===== src/rtl/regfile_param_pkg.sv =====
// ============================================================================
// Module      : regfile_param_pkg
// Description : Shared constants and helpers for the parametrised register file
// Revision    : 1.0 - initial release
// ============================================================================
`default_nettype none

package regfile_param_pkg;

    localparam int BYTE_W     = 8;

    // Default instance shape: MIPS general-purpose register file
    localparam int GPR_DEPTH  = 32;
    localparam int GPR_WIDTH  = 32;
    localparam int GPR_NUM_RD = 2;

    function automatic int clog2(input int n);
        int r;
        r = 0;
        while ((1 << r) < n) begin
            r = r + 1;
        end
        return r;
    endfunction

endpackage

`default_nettype wire


===== src/rtl/regfile_param_reg_cell.sv =====
// ============================================================================
// Module      : reg_cell
// Description : Enable-gated register with synchronous active-high reset
// Revision    : 1.0 - initial release
// ============================================================================
`default_nettype none

module reg_cell #(
    parameter int W = 8
) (
    input  logic         CLK,
    input  logic         RST,
    input  logic         EN,
    input  logic [W-1:0] D,
    output logic [W-1:0] Q
);

    always_ff @(posedge CLK) begin
        if (RST) begin
            Q <= '0;
        end else if (EN) begin
            Q <= D;
        end
    end

endmodule

`default_nettype wire


===== src/rtl/regfile_param.sv =====
// ============================================================================
// Module      : regfile_param
// Description : Multi-port register file with byte strobes, optional zero
//               entry and optional write-to-read bypass
// Revision    : 1.0 - initial release
// ============================================================================
`default_nettype none

module regfile_param
    import regfile_param_pkg::*;
#(
    parameter int  WIDTH     = GPR_WIDTH,
    parameter int  DEPTH     = GPR_DEPTH,
    parameter int  NUM_RD    = GPR_NUM_RD,
    parameter int  ZERO_REG0 = 1,
    parameter int  BYPASS    = 0,
    localparam int AW        = clog2(DEPTH)
) (
    input  logic                     CLK,
    input  logic                     RST,
    input  logic                     WE,
    input  logic [AW-1:0]            WADDR,
    input  logic [WIDTH/BYTE_W-1:0]  WSTRB,
    input  logic [WIDTH-1:0]         WDATA,
    input  logic [NUM_RD*AW-1:0]     RADDR,
    output logic [NUM_RD*WIDTH-1:0]  RDATA,
    output logic                     WR_ACCEPT
);

    localparam int NB = WIDTH / BYTE_W;

    logic [WIDTH-1:0] mem [DEPTH];
    logic             waddr_writable;
    logic             bypass_on;
    logic [WIDTH-1:0] wr_old;
    logic [WIDTH-1:0] wr_merged;
    logic             wr_accept_q;

    assign waddr_writable = !((ZERO_REG0 != 0) && (WADDR == '0));

    // Entry 0 has no storage at all when hardwired to zero
    generate
        for (genvar e = 0; e < DEPTH; e++) begin : g_entry
            if ((ZERO_REG0 != 0) && (e == 0)) begin : g_zero
                assign mem[e] = '0;
            end else begin : g_store
                logic [WIDTH-1:0] q;
                logic             hit;

                assign hit = WE && (WADDR == AW'(e));

                for (genvar k = 0; k < NB; k++) begin : g_lane
                    reg_cell #(
                        .W (BYTE_W)
                    ) u_cell (
                        .CLK (CLK),
                        .RST (RST),
                        .EN  (hit && WSTRB[k]),
                        .D   (WDATA[k*BYTE_W +: BYTE_W]),
                        .Q   (q[k*BYTE_W +: BYTE_W])
                    );
                end

                assign mem[e] = q;
            end
        end
    endgenerate

    assign wr_old    = mem[WADDR];
    assign bypass_on = (BYPASS != 0) && WE && !RST && waddr_writable;

    generate
        for (genvar k = 0; k < NB; k++) begin : g_merge
            assign wr_merged[k*BYTE_W +: BYTE_W] = WSTRB[k] ? WDATA[k*BYTE_W +: BYTE_W]
                                                            : wr_old[k*BYTE_W +: BYTE_W];
        end
    endgenerate

    generate
        for (genvar p = 0; p < NUM_RD; p++) begin : g_rd
            logic [AW-1:0] ra;

            assign ra = RADDR[p*AW +: AW];
            assign RDATA[p*WIDTH +: WIDTH] = (bypass_on && (ra == WADDR)) ? wr_merged : mem[ra];
        end
    endgenerate

    // A write counts only if some byte of a writable entry actually changed hands
    always_ff @(posedge CLK) begin
        if (RST) begin
            wr_accept_q <= 1'b0;
        end else begin
            wr_accept_q <= WE && waddr_writable && (|WSTRB);
        end
    end

    assign WR_ACCEPT = wr_accept_q;

endmodule

`default_nettype wire


===== config.mk =====
export PLATFORM = sky130hd
export DESIGN_NAME = regfile_param
export DESIGN_NICKNAME = d
export VERILOG_FILES = /design/src/rtl/regfile_param_pkg.sv /design/src/rtl/regfile_param_reg_cell.sv /design/src/rtl/regfile_param.sv
export SDC_FILE = /design/constraint.sdc
export NUM_CORES = 2
export LEC_CHECK = 0
export CORE_MARGIN = 8
export CORE_UTILIZATION = 50
export DETAILED_ROUTE_END_ITERATION = 12
export GPL_TIMING_DRIVEN = 0
export PLACE_DENSITY_LB_ADDON = 0.25
export SYNTH_ARGS = -nofsm -noshare
export SYNTH_HDL_FRONTEND = slang
export SYNTH_SLANG_ARGS = --single-unit

===== constraint.sdc =====
create_clock -name CLK -period 2.6 [get_ports CLK]
set_input_delay 0.26 -clock CLK [delete_from_list [all_inputs] [get_ports CLK]]
set_output_delay 0.26 -clock CLK [all_outputs]
set_load 0.02 [all_outputs]

# After elaboration in Yosys (flattened, before gate mapping)
# Index checks and enable logic that the tools add are counted.
dict set report word_totals {
  out_inout_bits 65
  elab_cells 326
  register_bits 993
  in_bits 54
}
dict set report op_classes {
  mux 6
  bitwise 2
  n_eq_ne 31
  n_reduce_logical 160
  order_cmp 2
}
# operator n
set ops {}
lappend ops {{$bmux 32 s5} 2}
lappend ops {{$logic_and 1x1->1} 157}
lappend ops {{$mux 32} 4}
lappend ops {{$eq 5x5->1 const B} 16}
lappend ops {{$eq 5x4->1 const B} 8}
lappend ops {{$eq 5x3->1 const B} 4}
lappend ops {{$ge 6x6->1 const B} 2}
lappend ops {{$not 5->6} 2}
lappend ops {{$eq 5x2->1 const B} 2}
lappend ops {{$eq 5x1->1 const B} 1}
lappend ops {{$logic_not 5->1} 1}
lappend ops {{$reduce_or 4->1} 1}
lappend ops {{$logic_not 1->1} 1}

# Longest topological paths before layout
dict set report logic_depth {
  ltp_word 4
  ltp_mapped 8
  depth_no_buf 4
}

# By module
# Synthesis repeated with hierarchy kept, for this count alone.
dict set report hier_totals {
  cells_unflattened 4825
  hier_area_um2 52620.5
}
# module area_each_um2 cells_each n_inst seq_area_each_um2
set modules_own_cells {}
lappend modules_own_cells {reg_cell 285.3 26 124 160.2}
lappend modules_own_cells {regfile_param 17246.5 1601 1 20.0}

# Least setup slack after synthesis
# No wires, ideal clock.
dict set report synth_timing {
  path_kind {input -> output}
  from {input port RADDR[0]}
  to {output port RDATA[10]}
  path_stages 5
  required_ns 2.340
  slack_ns 0.093
  path_buffers 2
  arrival_time_ns 2.247
  path_cell_list {buf_2 > buf_1 > mux4_2 > mux4_2 > mux2_2}
}
dict set report synth_via {
  elab_chain_cells 4
}
# element line
set synth_lines {}
lappend synth_lines {{start, declared} regfile_param.sv:25} ;# input logic [NUM_RD*AW-1:0] RADDR,
lappend synth_lines {{$not 5->6 (not written as such)} regfile_param.sv:84} ;# assign RDATA[p*WIDTH +: WIDTH] = (bypass_on && (ra == WADDR)) ? wr_merged : mem[ra];
lappend synth_lines {{$bmux 32 s5} regfile_param.sv:84}
lappend synth_lines {{$mux 32 (not written as such) (2 in series)} regfile_param.sv:84}
lappend synth_lines {{end, declared} regfile_param.sv:26} ;# output logic [NUM_RD*WIDTH-1:0] RDATA,
# No other way between the ends. The select of a mux whose other input is x is not followed.

# Final worst setup path
dict set report layout_timing {
  from {input port RADDR[3]}
  to {output port RDATA[15]}
}
# Same word-level chain as after synthesis.

==> results.md <==
* Worst-margin pin slew at 1.64 ns
* Core box area at 102000 sq um
* Critical Path End Type: output pin
* Grt total ovfl at 0
* Fin. max-slew vios at 44
* Commonest non-fill, non-tap cell in the layout: mux2i_1
* Post-Syn Instances at 4525
* Status: finished, violations left
* Routed Wire Length at 217000 um
* Dpl hpwl at 160000 um
* Syn Std Cell Area at 51100 sq um
* Yosys warnings at 0
* Post-synthesis sequential area ratio at 38.9%
* Fin crit period at 2.84 ns
* Die area at 113000 sq um
* Storage element area at 20100 sq um
* HP Class: in -> reg
* Max clock buf depth at 3
* Max VDD drop at 0.584 mV
* Area occupied by multi-input gates at 30600 sq um
* Synth Register Bits at between 900 and 1000
* Post-Syn Area per Cell at 11.3 sq um
* Final Power at roughly 0.035 W
* Hold Path Depth at 4
* Vias in the first global route at between 40000 and 50000
* Site Rows at 117
* DRC marker count from the first detailed-route iteration at just under 6000
* Hold Buf Count CTS at 0
* Root Driver: clkbuf_16
* Finished Layout Cells at 6272
* Share of the synthesized area in the top cell type at 38.9%
* Fill cell count at 8476
* Final worst slack at -0.244 ns
* Worst setup path category: in -> out
* Initial antenna violation count at 16
* First-pass iteration count of the detailed router at 10
* R2R cell count at 4
* Port Buffer Count at between 100 and 150
* Num CTS Buffers at 106
* Worst Skew at 0 ns
* Fin. Hold Viols at 0
* H-tree depth at 3
* Total Routing Usage GR at 37.0%
* Count of final setup violators at 250
* Starting density of the core at 50.3%
* Layout cells sized above 1 at approximately 29%
* DRC at 0
* CP arrival at 2.58 ns
* Area grow syn2layout at 18.6%
* Critical Path Start Type: input pin
* Failing checks: max-capacitance violations, max-slew violations, negative setup slack
* Unique cell type count in the Yosys netlist at 26
* Period Utilization, post-route at 109%
* Number of max-cap violations at 5
* Placed instance count at 5997
* CP max FO at 10
* Antenna Violating Nets Remaining at 0
* Pleak at 28.9 nW
* Clock latency on the worst-skew pair at 0.70 ns
* Num Clock Sinks at 993
* Area leader, netlist: dfxtp_1
* RSZ-0062 raised after global routing: yes
* Clock transition at path regs at 0.06 ns
* Final #Nets at about 5000
* Boundary Pins at 119
* Via density at roughly 6.7
* Most frequent cells in the layout: mux2i_1, nor2_1, dfxtp_1
* CTS tree: built
* Critical Path RT at 2.34 ns
* DR WL/cell at approximately 35 um
* First-pass GRT wire length at 299000 um
* Die H at 336 um
* Pin count of the biggest net entering global routing at 14
* FMAX at 352 MHz
* Die W at 336 um
* Net Count, Synth at 4579
* Placer Congestion at 1.03
* Pwr dens at 579 nW/um^2
* Synth top area cells: dfxtp_1, mux2i_1, mux4_2, nor2_1, clkbuf_1
* Via count at roughly 42000
* Rel. slew slack at -9.22%
-- what timing repair did --
item / CTS / global route
pin swaps: 16 / 47
buffers inserted: 65 / 15
endpoints found under the setup margin: 736 / 845
gates resized for setup: 959 / 284
-- critical path, cell delays in order --
cell and delay (ns):
buf_1 0.73, clkdlybuf4s15_1 1.02, mux2_4 0.41, buf_6 0.15
-- cell usage after synthesis --
master	count
o21ai_0	32
mux2_2	96
nand2b_1	1
inv_1	1
clkbuf_2	1
nor2_1	996
a22o_1	128
o22ai_1	32
and2_1	35
mux2i_1	1088
nand3_1	124
nor2b_1	8
buf_2	91
nor4bb_1	3
o31ai_1	32
dfxtp_1	993
buf_6	2
mux4_2	480
nor4b_1	2
nand2_1	2
a211oi_1	32
and4b_1	3
nor4_1	1
and4_1	1
buf_1	21
clkbuf_1	320
-- metrics by stage --
stage	hold WS [ns]	worst slack [ns]	setup TNS [ns]	area (sq um)	util (%)
4_1_cts	0.249	-0.241	-40.01	59500	58.6
2_1_floorplan	0.404	0.0927	0	51100	-
5_1_grt	0.271	-0.193	-6.54	60600	59.7
3_5_place_dp	0.503	-2.15	-841.06	53900	53.0
3_3_place_gp	0.488	-2.21	-817.19	53900	53.0
6_report	0.245	-0.244	-12.77	60600	59.7
-- per-layer routing --
metal  GRT usage [%]  wire [um]  vias up  part of all wire (%)
met5            1.66        587        -                  0.27
met4            23.5      15900       12                   7.3
met3            14.8      28500      954                    13
met2            56.9      96200     3134                    44
met1            42.8      75400    20900                    35
li1                -          -    17200                     -
-- area by class of cell --
class,count,area share [%]
multi-input combinational,3096,50.5
sequential,993,33.1
clock buffer,155,5.20
buffer,430,4.65
timing repair buffer,184,2.86
tap,1368,2.82
clock inverter,38,0.850
antenna,7,0.0289
inverter,1,0.00619
-- report_power, final --
part           switching, W  internal (W)  total, W
sequential        0.0000494        0.0153    0.0153
clock               0.00669       0.00955    0.0162
combinational       0.00255      0.000994   0.00354
-- state kept, by name, indices dropped and copies added, names as in the netlist --
register,count
g_entry.g_store.g_lane.u_cell.Q,992
WR_ACCEPT,1
-- worst paths after layout --
check	start	to	slack (ns)
worst max-delay path	RADDR[3]	RDATA[15]	-0.24
worst min-delay path	WSTRB[1]	g_entry[6].g_store.g_lane[1].u_cell.Q[4]$_SDFFE_PP0P_	0.25
worst max register to register	g_entry[31].g_store.g_lane[2].u_cell.Q[4]$_SDFFE_PP0P_	g_entry[31].g_store.g_lane[2].u_cell.Q[4]$_SDFFE_PP0P_	1.70
worst min register to register	g_entry[8].g_store.g_lane[3].u_cell.Q[1]$_SDFFE_PP0P_	g_entry[8].g_store.g_lane[3].u_cell.Q[1]$_SDFFE_PP0P_	0.50
-- cells by family after synthesis --
kind of cell	count (synthesis)	share of synthesized area, %
flip-flops	993	38.9
buffers and inverters	436	3.46
AND/OR/NAND/NOR	1176	9.26
AO/OA/AOI/OAI	256	3.84
multiplexers	1664	44.6
(Power assumes the default switching activity.)
